**config.mk**
```make
export PLATFORM = sky130hd
export DESIGN_NAME = button_events
export DESIGN_NICKNAME = d
export VERILOG_FILES = /design/src/rtl/button_pkg.sv /design/src/rtl/ms_tick.sv /design/src/rtl/button_events.sv
export SDC_FILE = /design/constraint.sdc
export NUM_CORES = 1
export LEC_CHECK = 0
export CAP_MARGIN = 0
export CORE_ASPECT_RATIO = 0.7
export CORE_UTILIZATION = 25
export DETAILED_ROUTE_END_ITERATION = 8
export GPL_TIMING_DRIVEN = 0
export REMOVE_ABC_BUFFERS = 1
export SYNTH_ARGS = -nofsm -noshare
export SYNTH_HDL_FRONTEND = slang
export SYNTH_SLANG_ARGS = --single-unit
```
**constraint.sdc**
```tcl
create_clock -name clk -period 2.66 [get_ports clk]
set_input_delay 0.399 -clock clk [delete_from_list [all_inputs] [get_ports clk]]
set_output_delay 0.399 -clock clk [all_outputs]
set_load 0.01 [all_outputs]
```
**src/rtl/button_pkg.sv**
```systemverilog
// Shared types and constant helpers for the multi-channel pushbutton event generator.
package button_pkg;

    typedef enum logic [1:0] {
        IDLE  = 2'd0,
        SHORT = 2'd1,
        LONG  = 2'd2
    } btn_state_e;

    // Clock cycles per 1 ms tick.
    function automatic int tick_div(input int clk_hz);
        return clk_hz / 1000;
    endfunction

    // Bits needed to hold 0..max_val, never less than one.
    function automatic int cnt_width(input int max_val);
        return (max_val < 1) ? 1 : $clog2(max_val + 1);
    endfunction

endpackage

```
**src/rtl/ms_tick.sv**
```systemverilog
// Shared millisecond prescaler: one-cycle tick every TICK_DIV clocks.
module ms_tick
    import button_pkg::*;
#(
    parameter int TICK_DIV = 50_000
) (
    input  logic clk,
    input  logic rst_n,
    output logic tick
);

    localparam int            CW   = cnt_width(TICK_DIV - 1);
    localparam logic [CW-1:0] LAST = CW'(TICK_DIV - 1);

    logic [CW-1:0] cnt_r;

    // Free-running 0..TICK_DIV-1 counter
    always_ff @(posedge clk or negedge rst_n) begin
        if (!rst_n) begin
            cnt_r <= '0;
        end else if (cnt_r == LAST) begin
            cnt_r <= '0;
        end else begin
            cnt_r <= cnt_r + 1'b1;
        end
    end

    assign tick = (cnt_r == LAST);

endmodule

```
**src/rtl/button_events.sv**
```systemverilog
// Per-channel synchronise, debounce and classify pushbuttons into held level,
// click, long-press and auto-repeat pulses, all timed off one shared 1 ms tick.
module button_events
    import button_pkg::*;
#(
    parameter int N_BTN       = 4,
    parameter int CLK_HZ      = 50_000_000,
    parameter int DEBOUNCE_MS = 20,
    parameter int LONG_MS     = 500,
    parameter int REPEAT_MS   = 200,
    parameter bit ACTIVE_LOW  = 1'b1
) (
    input  logic             clk,
    input  logic             rst_n,
    input  logic [N_BTN-1:0] raw,
    output logic [N_BTN-1:0] held,
    output logic [N_BTN-1:0] click,
    output logic [N_BTN-1:0] long_press,
    output logic [N_BTN-1:0] rpt
);

    localparam int TICK_DIV = tick_div(CLK_HZ);

    localparam int DB_MAX   = DEBOUNCE_MS - 1;
    localparam int HOLD_MAX = LONG_MS - DEBOUNCE_MS - 1;
    localparam int REP_MAX  = (REPEAT_MS > 0) ? (REPEAT_MS - 1) : 0;

    localparam int DBW = cnt_width(DB_MAX);
    localparam int HW  = cnt_width(HOLD_MAX);
    localparam int RW  = cnt_width(REP_MAX);

    localparam logic [DBW-1:0] DB_LAST   = DBW'(DB_MAX);
    localparam logic [HW-1:0]  HOLD_LAST = HW'(HOLD_MAX);
    localparam logic [RW-1:0]  REP_LAST  = RW'(REP_MAX);

    logic             tick_s;
    logic [N_BTN-1:0] pressed_s;

    assign pressed_s = raw ^ {N_BTN{ACTIVE_LOW}};

    ms_tick #(
        .TICK_DIV (TICK_DIV)
    ) u_tick (
        .clk   (clk),
        .rst_n (rst_n),
        .tick  (tick_s)
    );

    for (genvar i = 0; i < N_BTN; i++) begin : g_ch
        logic           sync1_r;
        logic           sync2_r;
        logic           held_r;
        logic           held_nxt_s;
        logic           rise_s;
        logic           fall_s;
        logic [DBW-1:0] db_ms_r;
        logic [DBW-1:0] db_ms_nxt_s;
        btn_state_e     state_r;
        btn_state_e     state_nxt_s;
        logic [HW-1:0]  hold_ms_r;
        logic [HW-1:0]  hold_ms_nxt_s;
        logic [RW-1:0]  rep_ms_r;
        logic [RW-1:0]  rep_ms_nxt_s;
        logic           click_nxt_s;
        logic           long_nxt_s;
        logic           rpt_nxt_s;
        logic           click_r;
        logic           long_r;
        logic           rpt_r;

        // Debounce: accept a level change only after DEBOUNCE_MS stable ticks
        always_comb begin
            held_nxt_s  = held_r;
            db_ms_nxt_s = db_ms_r;
            if (sync2_r == held_r) begin
                db_ms_nxt_s = '0;
            end else if (tick_s) begin
                if (db_ms_r == DB_LAST) begin
                    held_nxt_s  = ~held_r;
                    db_ms_nxt_s = '0;
                end else begin
                    db_ms_nxt_s = db_ms_r + 1'b1;
                end
            end else begin
                db_ms_nxt_s = db_ms_r;
            end
        end

        // Edges come from the next held value so click lands with the held fall
        assign rise_s = ~held_r & held_nxt_s;
        assign fall_s = held_r & ~held_nxt_s;

        // Event FSM: IDLE -> SHORT on press; SHORT -> LONG at hold limit
        always_comb begin
            state_nxt_s   = state_r;
            hold_ms_nxt_s = hold_ms_r;
            rep_ms_nxt_s  = rep_ms_r;
            click_nxt_s   = 1'b0;
            long_nxt_s    = 1'b0;
            rpt_nxt_s     = 1'b0;
            case (state_r)
                IDLE: begin
                    if (rise_s) begin
                        state_nxt_s   = SHORT;
                        hold_ms_nxt_s = '0;
                    end else begin
                        state_nxt_s = IDLE;
                    end
                end
                SHORT: begin
                    // A release on the long-press tick wins and yields a click
                    if (fall_s) begin
                        click_nxt_s = 1'b1;
                        state_nxt_s = IDLE;
                    end else if (tick_s) begin
                        if (hold_ms_r == HOLD_LAST) begin
                            long_nxt_s   = 1'b1;
                            state_nxt_s  = LONG;
                            rep_ms_nxt_s = '0;
                        end else begin
                            hold_ms_nxt_s = hold_ms_r + 1'b1;
                        end
                    end else begin
                        hold_ms_nxt_s = hold_ms_r;
                    end
                end
                LONG: begin
                    if (fall_s) begin
                        state_nxt_s = IDLE;
                    end else if ((REPEAT_MS > 0) && tick_s) begin
                        if (rep_ms_r == REP_LAST) begin
                            rpt_nxt_s    = 1'b1;
                            rep_ms_nxt_s = '0;
                        end else begin
                            rep_ms_nxt_s = rep_ms_r + 1'b1;
                        end
                    end else begin
                        rep_ms_nxt_s = rep_ms_r;
                    end
                end
                default: begin
                    state_nxt_s   = IDLE;
                    hold_ms_nxt_s = '0;
                    rep_ms_nxt_s  = '0;
                end
            endcase
        end

        // Channel registers: synchroniser, debounce, FSM and output pulses
        always_ff @(posedge clk or negedge rst_n) begin
            if (!rst_n) begin
                sync1_r   <= 1'b0;
                sync2_r   <= 1'b0;
                held_r    <= 1'b0;
                db_ms_r   <= '0;
                state_r   <= IDLE;
                hold_ms_r <= '0;
                rep_ms_r  <= '0;
                click_r   <= 1'b0;
                long_r    <= 1'b0;
                rpt_r     <= 1'b0;
            end else begin
                sync1_r   <= pressed_s[i];
                sync2_r   <= sync1_r;
                held_r    <= held_nxt_s;
                db_ms_r   <= db_ms_nxt_s;
                state_r   <= state_nxt_s;
                hold_ms_r <= hold_ms_nxt_s;
                rep_ms_r  <= rep_ms_nxt_s;
                click_r   <= click_nxt_s;
                long_r    <= long_nxt_s;
                rpt_r     <= rpt_nxt_s;
            end
        end

        assign held[i]       = held_r;
        assign click[i]      = click_r;
        assign long_press[i] = long_r;
        assign rpt[i]        = rpt_r;
    end

endmodule

```
-- Yosys cells after proc, flatten, opt, wreduce, memory -nomap -nowiden
Index checks and enable logic that the tools add are counted.
- bits in registers: 136
- bits of input ports: 6
- output and inout bits: 16
- logic and storage cells: 301
- $add $sub $neg: 13
- equality and inequality tests: 65
- multiplexer cells: 137
- bitwise logic cells: 25
- reductions and logical operators: 20
- operator list (kind ; number):
    2-to-1 mux 8 bit ; 24
    2-to-1 mux 9 bit ; 16
    case mux 9 bit (3 select lines) ; 4
    case mux 8 bit (3 select lines) ; 4
    inequality test 2 bit (second input constant) ; 32
    2-to-1 mux 5 bit ; 12
    2-to-1 mux 1 bit ; 56
    adder 9 x 1 -> 9 bit (second input constant) ; 4
    equality test 9 bit (second input constant) ; 4
    adder 8 x 1 -> 8 bit (second input constant) ; 4
    equality test 8 bit (second input constant) ; 4
    2-to-1 mux 2 bit ; 16
    inequality test 3 bit (second input constant) ; 8
    case mux 2 bit (3 select lines) ; 4
    AND reduction 6 bit ; 4
    adder 5 x 1 -> 5 bit (second input constant) ; 4
    equality test 5 bit (second input constant) ; 4
    AND reduction 5 bit ; 4
    adder 16 x 1 -> 16 bit (second input constant) ; 1
    equality test 16 bit (second input constant) ; 1
    2-to-1 mux 16 bit ; 1
    NOT 1 bit ; 16
    AND reduction 3 bit ; 4
    AND 1 bit ; 8
    other kinds (6) ; 21

-- Depth between registers and ports, before layout
- depth after elaboration: 8
- gate-level depth with buffers: 10
- depth with buffers taken out: 6

-- Hierarchy
A second synthesis with hierarchy kept.
- cells, all modules: 757
- area, all modules: 7105.6 µm²
- modules (own cells, without submodules) (module ; times used ; cells each ; area an instance (µm²) ; seq. area each (µm²)):
    button_events ; 1 ; 689 ; 6354.8 ; 3002.9
    ms_tick ; 1 ; 68 ; 750.7 ; 400.4

-- Least setup slack after synthesis
No wires, ideal clock.
- kind: register -> register
- start: reg g_ch[2].db_ms_r[0]
- end: reg g_ch[2].hold_ms_r[6]
- setup time: 0.122 ns
- arrival time: 2.099 ns
- required time: 2.538 ns
- slack: 0.438 ns
- cell stages (with the launch flop): 8
- path buffers: 1
- period minus slack after synthesis: 2.222 ns
- cell sequence: dfrtp_1 ha_1 nor4bb_2 and3b_1 clkbuf_1 o31a_1 or4_4 mux2i_1
- cells in the longest elaborated chain, start to end: 8
- elaborated cells on any way between the ends: 10
- those cells by class: 3 x eq/ne; 3 x mux; 3 x bitwise; 1 x reduce/logical
- RTL lines (element ; RTL line ; RTL):
    start: declaration ; button_events.sv:56 ; logic [DBW-1:0] db_ms_r;
    start signal: assignment ; button_events.sv:166 ; db_ms_r <= db_ms_nxt_s;
    equality test 5 bit (*) ; button_events.sv:78 ; if (db_ms_r == DB_LAST) begin
    2-to-1 mux 1 bit (*) ; button_events.sv:78 ;
    2-to-1 mux 1 bit (*) ; button_events.sv:77 ; end else if (tick_s) begin
    2-to-1 mux 1 bit (*) ; button_events.sv:75 ; if (sync2_r == held_r) begin
    NOT 1 bit ; button_events.sv:91 ; assign fall_s = held_r & ~held_nxt_s;
    AND 1 bit ; button_events.sv:91 ;
    inequality test 2 bit (no line) ; - ;
    AND reduction 5 bit (no line) (*) ; - ;
    end signal: assignment ; button_events.sv:168 ; hold_ms_r <= hold_ms_nxt_s;
    end: declaration ; button_events.sv:60 ; logic [HW-1:0] hold_ms_r;
Mark *: on every way between the ends. The rest lies on a longest branch, timed or not.
A chain may end at the register's enable or synchronous reset.

-- Worst setup path in the final report
- start: reg u_tick.cnt_r[0]
- end: reg g_ch[0].hold_ms_r[7]
- cells in the longest elaborated chain, start to end: 7
- elaborated cells on any way between the ends: 10
- those cells by class: 4 x eq/ne; 2 x mux; 3 x bitwise; 1 x reduce/logical
- RTL lines (element ; RTL line ; RTL):
    start: declaration ; ms_tick.sv:15 ; logic [CW-1:0] cnt_r;
    start signal: assignment ; ms_tick.sv:24 ; cnt_r <= cnt_r + 1'b1;
    equality test 16 bit (*) ; ms_tick.sv:28 ; assign tick = (cnt_r == LAST);
    2-to-1 mux 1 bit ; button_events.sv:77 ;
    2-to-1 mux 1 bit ; button_events.sv:75 ;
    NOT 1 bit ; button_events.sv:91 ;
    AND 1 bit ; button_events.sv:91 ;
    inequality test 2 bit (no line) ; - ;
    AND reduction 5 bit (no line) (*) ; - ;
    end signal: assignment ; button_events.sv:168 ;
    end: declaration ; button_events.sv:60 ;
Marks and branches as above.

==> out/summary.txt <==
Tcrit/Tclk final = 91.8%
Worst setup SP type = register
Worst min path class = reg2reg
Synth Flop Type = dfrtp_1
R2r endpoint = g_ch[0].hold_ms_r[7]$_DFFE_PN0P_
Die span in x = 205 um
Post-Synthesis Cells = 746
Synth cell types = 69
Die height = 144 um
HPWL Detailed = 9.73 mm
Routability Congestion = 0.768
Port Buffers = 21
Number of flops mapped to enable cells by yosys = 0
Vias in the first global route = 5,325
Clock Tree Buf Depth = 2
Drt pass-1 iters = 5
Async SR Flop Fraction = 100%
Mean post-synth cell area = 9.69 um^2
Hold Path Depth = 0
Cell family with most CP delay = simple AND/OR/NAND/NOR gates
Compound-Gate Fraction of Synth Area = 15.6%
Mux cell area share after synthesis = 2.70%
Least-Margin Pin Slew = 1.06 ns
Final setup fails = 0
Vias = 5,682
Critical path class = reg2reg
CTS sink cnt = 136
CTS Buf Count = 17
Crit path buffers/inverters = 1
Reg-to-Reg Start = u_tick.cnt_r[0]$_DFF_PN0_
TritonCTS clock tree = done
Final ANT Viol Nets = 0
Largest net degree at the start of global routing = 93
Critical path fanouts, max = 41
DRC violation total after the first TritonRoute iteration = 378
Final nets = 779
Ports = 22
Initial antenna violation count = 0
Peak supply drop = 0.402 mV
Worst Setup End Kind = register
Worst skew pair latency = 0.43 ns
Main combinational cell family by area after synthesis = simple AND/OR/NAND/NOR gates
Mapped Area = 7230 um^2
Adder-cell share of the synthesized area = 2.25%
Reg2Reg Depth = 7
DRT Wirelength = 15.2 mm
Core ar. = 28,100 um^2
Arrival time at the worst endpoint = 2.79 ns
Hold_sp = g_ch[3].sync1_r$_DFF_PN0_
Number of max-cap violations = 0
Worst Hold End = g_ch[3].sync2_r$_DFF_PN0_
Global route overflow = 0
WHS = 0.345 ns
Ant diodes = 0
Yosys warns = 0
WL/cell = 13.3 um
Seq/Total Area, Yosys = 47.1%
Status = finished clean
Clk_skew = 0.0111 ns
Max-slew headroom = 28.7%
Setup tns final = 0 ns
Final hold viol count = 0
Power per cell area = 506 nW/um^2
Global-route wire length before repair = 26.1 mm
RSZ-0062 raised after global routing = false
Die area = 29,600 um^2
Area Growth Syn to Fin = 16.1%
Xor/xnor share of the synthesized area = 2.42%
All-Layer GR Usage = 10.9%
Post-synthesis register bit count = 136
Share of cells above drive strength 1 = 9.70%
DR DRC count = 0
Worst path slowest cell = or4_1
Max-slew violations = 0
Via density = 4.97
CTS Root Cell = clkbuf_16
Pleak = 3.55 nW
Rows = 51
CTS H-tree lvls = 4
Highest clock rate = 410 MHz
Simple-Gate Fraction of Synth Area = 25.4%
WP data required = 3.01 ns
Clock Pin Slew Worst Setup and Hold Paths = 0.06 ns
CP cell instances = ha_2 -> nand3_1 -> and4b_4 -> buf_12 -> a21oi_1 -> or4_1 -> a21boi_1
Crit-path max cell delay = 0.55 ns
Effective utilization at floorplan = 25.7%
Final min period = 2.44 ns
Internal reg-to-reg setup slack = 0.22 ns
-- how the worst max path moves through the flow --
stage	slack, ns	end	cells after the start	startpoint
finish	0.22	g_ch[0].hold_ms_r[7]$_DFFE_PN0P_	7	u_tick.cnt_r[0]$_DFF_PN0_
global route	0.03	g_ch[2].rep_ms_r[4]$_DFFE_PN0P_	6	g_ch[2].db_ms_r[0]$_DFFE_PN0P_
CTS	-0.06	g_ch[3].hold_ms_r[6]$_DFFE_PN0P_	5	u_tick.cnt_r[5]$_DFF_PN0_
detailed placement	-0.54	g_ch[3].hold_ms_r[6]$_DFFE_PN0P_	6	u_tick.cnt_r[0]$_DFF_PN0_
global placement	-4.67	g_ch[3].long_r$_DFF_PN0_	1	rst_n
floorplan	-0.50	g_ch[1].hold_ms_r[7]$_DFFE_PN0P_	6	u_tick.cnt_r[0]$_DFF_PN0_
-- sequential cells by signal, summed over array words and instances, names as in the netlist --
signal	count
g_ch.held_r	4
g_ch.rpt_r	4
g_ch.hold_ms_r	36
g_ch.sync2_r	4
g_ch.state_r	8
g_ch.long_r	4
g_ch.rep_ms_r	32
g_ch.db_ms_r	20
g_ch.sync1_r	4
u_tick.cnt_r	16
g_ch.click_r	4
-- worst reg2reg max path, cell delays in order (launching register included) --
cell,delay (ns)
dfrtp_1,0.37
ha_2,0.24
nand3_1,0.19
and4b_4,0.42
buf_12,0.22
a21oi_1,0.23
or4_1,0.55
a21boi_1,0.15
-- through the flow --
step	setup slack (ns)	utilization [%]	cells	total power (W)	area, um^2
2_1_floorplan	-0.497	-	709	0.00213	7010
3_3_place_gp	-4.67	27.4	1101	0.00218	7680
3_5_place_dp	-0.544	27.5	1103	0.00219	7730
4_1_cts	-0.0646	29.6	1138	0.00433	8310
5_1_grt	0.0253	29.9	1144	0.00444	8390
6_report	0.219	29.9	1144	0.00424	8390
-- layout by cell type (no fill, tap or decap), drive strengths merged, types with 15 or more instances in the layout --
| master | count |
|---|---|
| nand3 | 27 |
| dfrtp | 136 |
| a21oi | 45 |
| nand2b | 17 |
| a31oi | 20 |
| and3 | 22 |
| clkbuf | 20 |
| nor2 | 43 |
| clkdlybuf4s50 | 20 |
| nor3 | 23 |
| inv | 30 |
| o21ai | 28 |
| nand2 | 77 |
| mux2i | 15 |
| nand4 | 27 |
-- cells in the mapped netlist, drive strengths merged (4+ instances only) --
cell type | n | area, um^2
nand3 | 27 | 135
nor2b | 13 | 81.3
o31ai | 7 | 52.6
and4b | 5 | 50.1
and3 | 22 | 138
nor4 | 7 | 56.3
buf | 27 | 180
nand2 | 77 | 289
o211ai | 6 | 45.0
and4 | 6 | 52.6
o22ai | 5 | 37.5
nor2 | 43 | 161
a21o | 4 | 30.0
a31o | 7 | 61.3
nand2b | 17 | 106
a21boi | 6 | 45.1
xor2 | 13 | 114
mux2 | 4 | 45.0
and4bb | 4 | 50.1
o41ai | 7 | 61.3
and2 | 7 | 43.8
dfrtp | 136 | 3400
a31oi | 20 | 131
o21a | 7 | 52.6
a32o | 4 | 40.0
ha | 13 | 163
or3 | 11 | 68.8
mux2i | 15 | 150
xnor2 | 7 | 61.3
nor3 | 23 | 120
a41oi | 5 | 43.8
nand4 | 27 | 181
or4 | 14 | 109
inv | 30 | 113
clkbuf | 10 | 37.5
o21ai | 28 | 140
a21oi | 45 | 225
-- logic make-up after synthesis --
logic type	count (synthesis)
and+or+nand+nor	322
AOI/OAI and AO/OA	169
DFF	136
buffers and inverters	67
xor gates and xnor gates	20
muxes	19
adders and majority gates	13
-- report_power, final --
part	leakage (nW)	switching [W]	total, W	internal [W]
registers	1.87	0.00000501	0.00208	0.00208
logic	1.44	0.0000475	0.0000637	0.0000162
clock network	0.248	0.000895	0.00210	0.00120
total	3.55	0.000948	0.00424	0.00330
-- metal layers --
layer,part of all wire (%),vias to the layer above,global-route usage (%)
met3,3.8,12,3.11
met1,53,2775,15.5
met2,42,101,15.5
li1,-,2794,-
met5,0,-,0
met4,0.91,0,4.29
-- layout make-up --
type / instances / area, um^2
Fill cell: 2910 / 19700
Multi-Input combinational cell: 544 / 3550
Tap cell: 371 / 464
Timing Repair Buffer: 31 / 334
Clock inverter: 12 / 80.1
Clock buffer: 20 / 447
Inverter: 30 / 113
Sequential cell: 136 / 3400
-- what timing repair did --
item | in CTS | in global routing
hold buffers | 1 | 0
pin swaps | 4 | 0
buffers inserted | 2 | 5
setup endpoints to repair | 52 | 18
hold endpoints to repair | 44 | 0
gates resized for setup | 5 | 2
cloned | 0 | 1
Power figures use the tool's default switching activity.
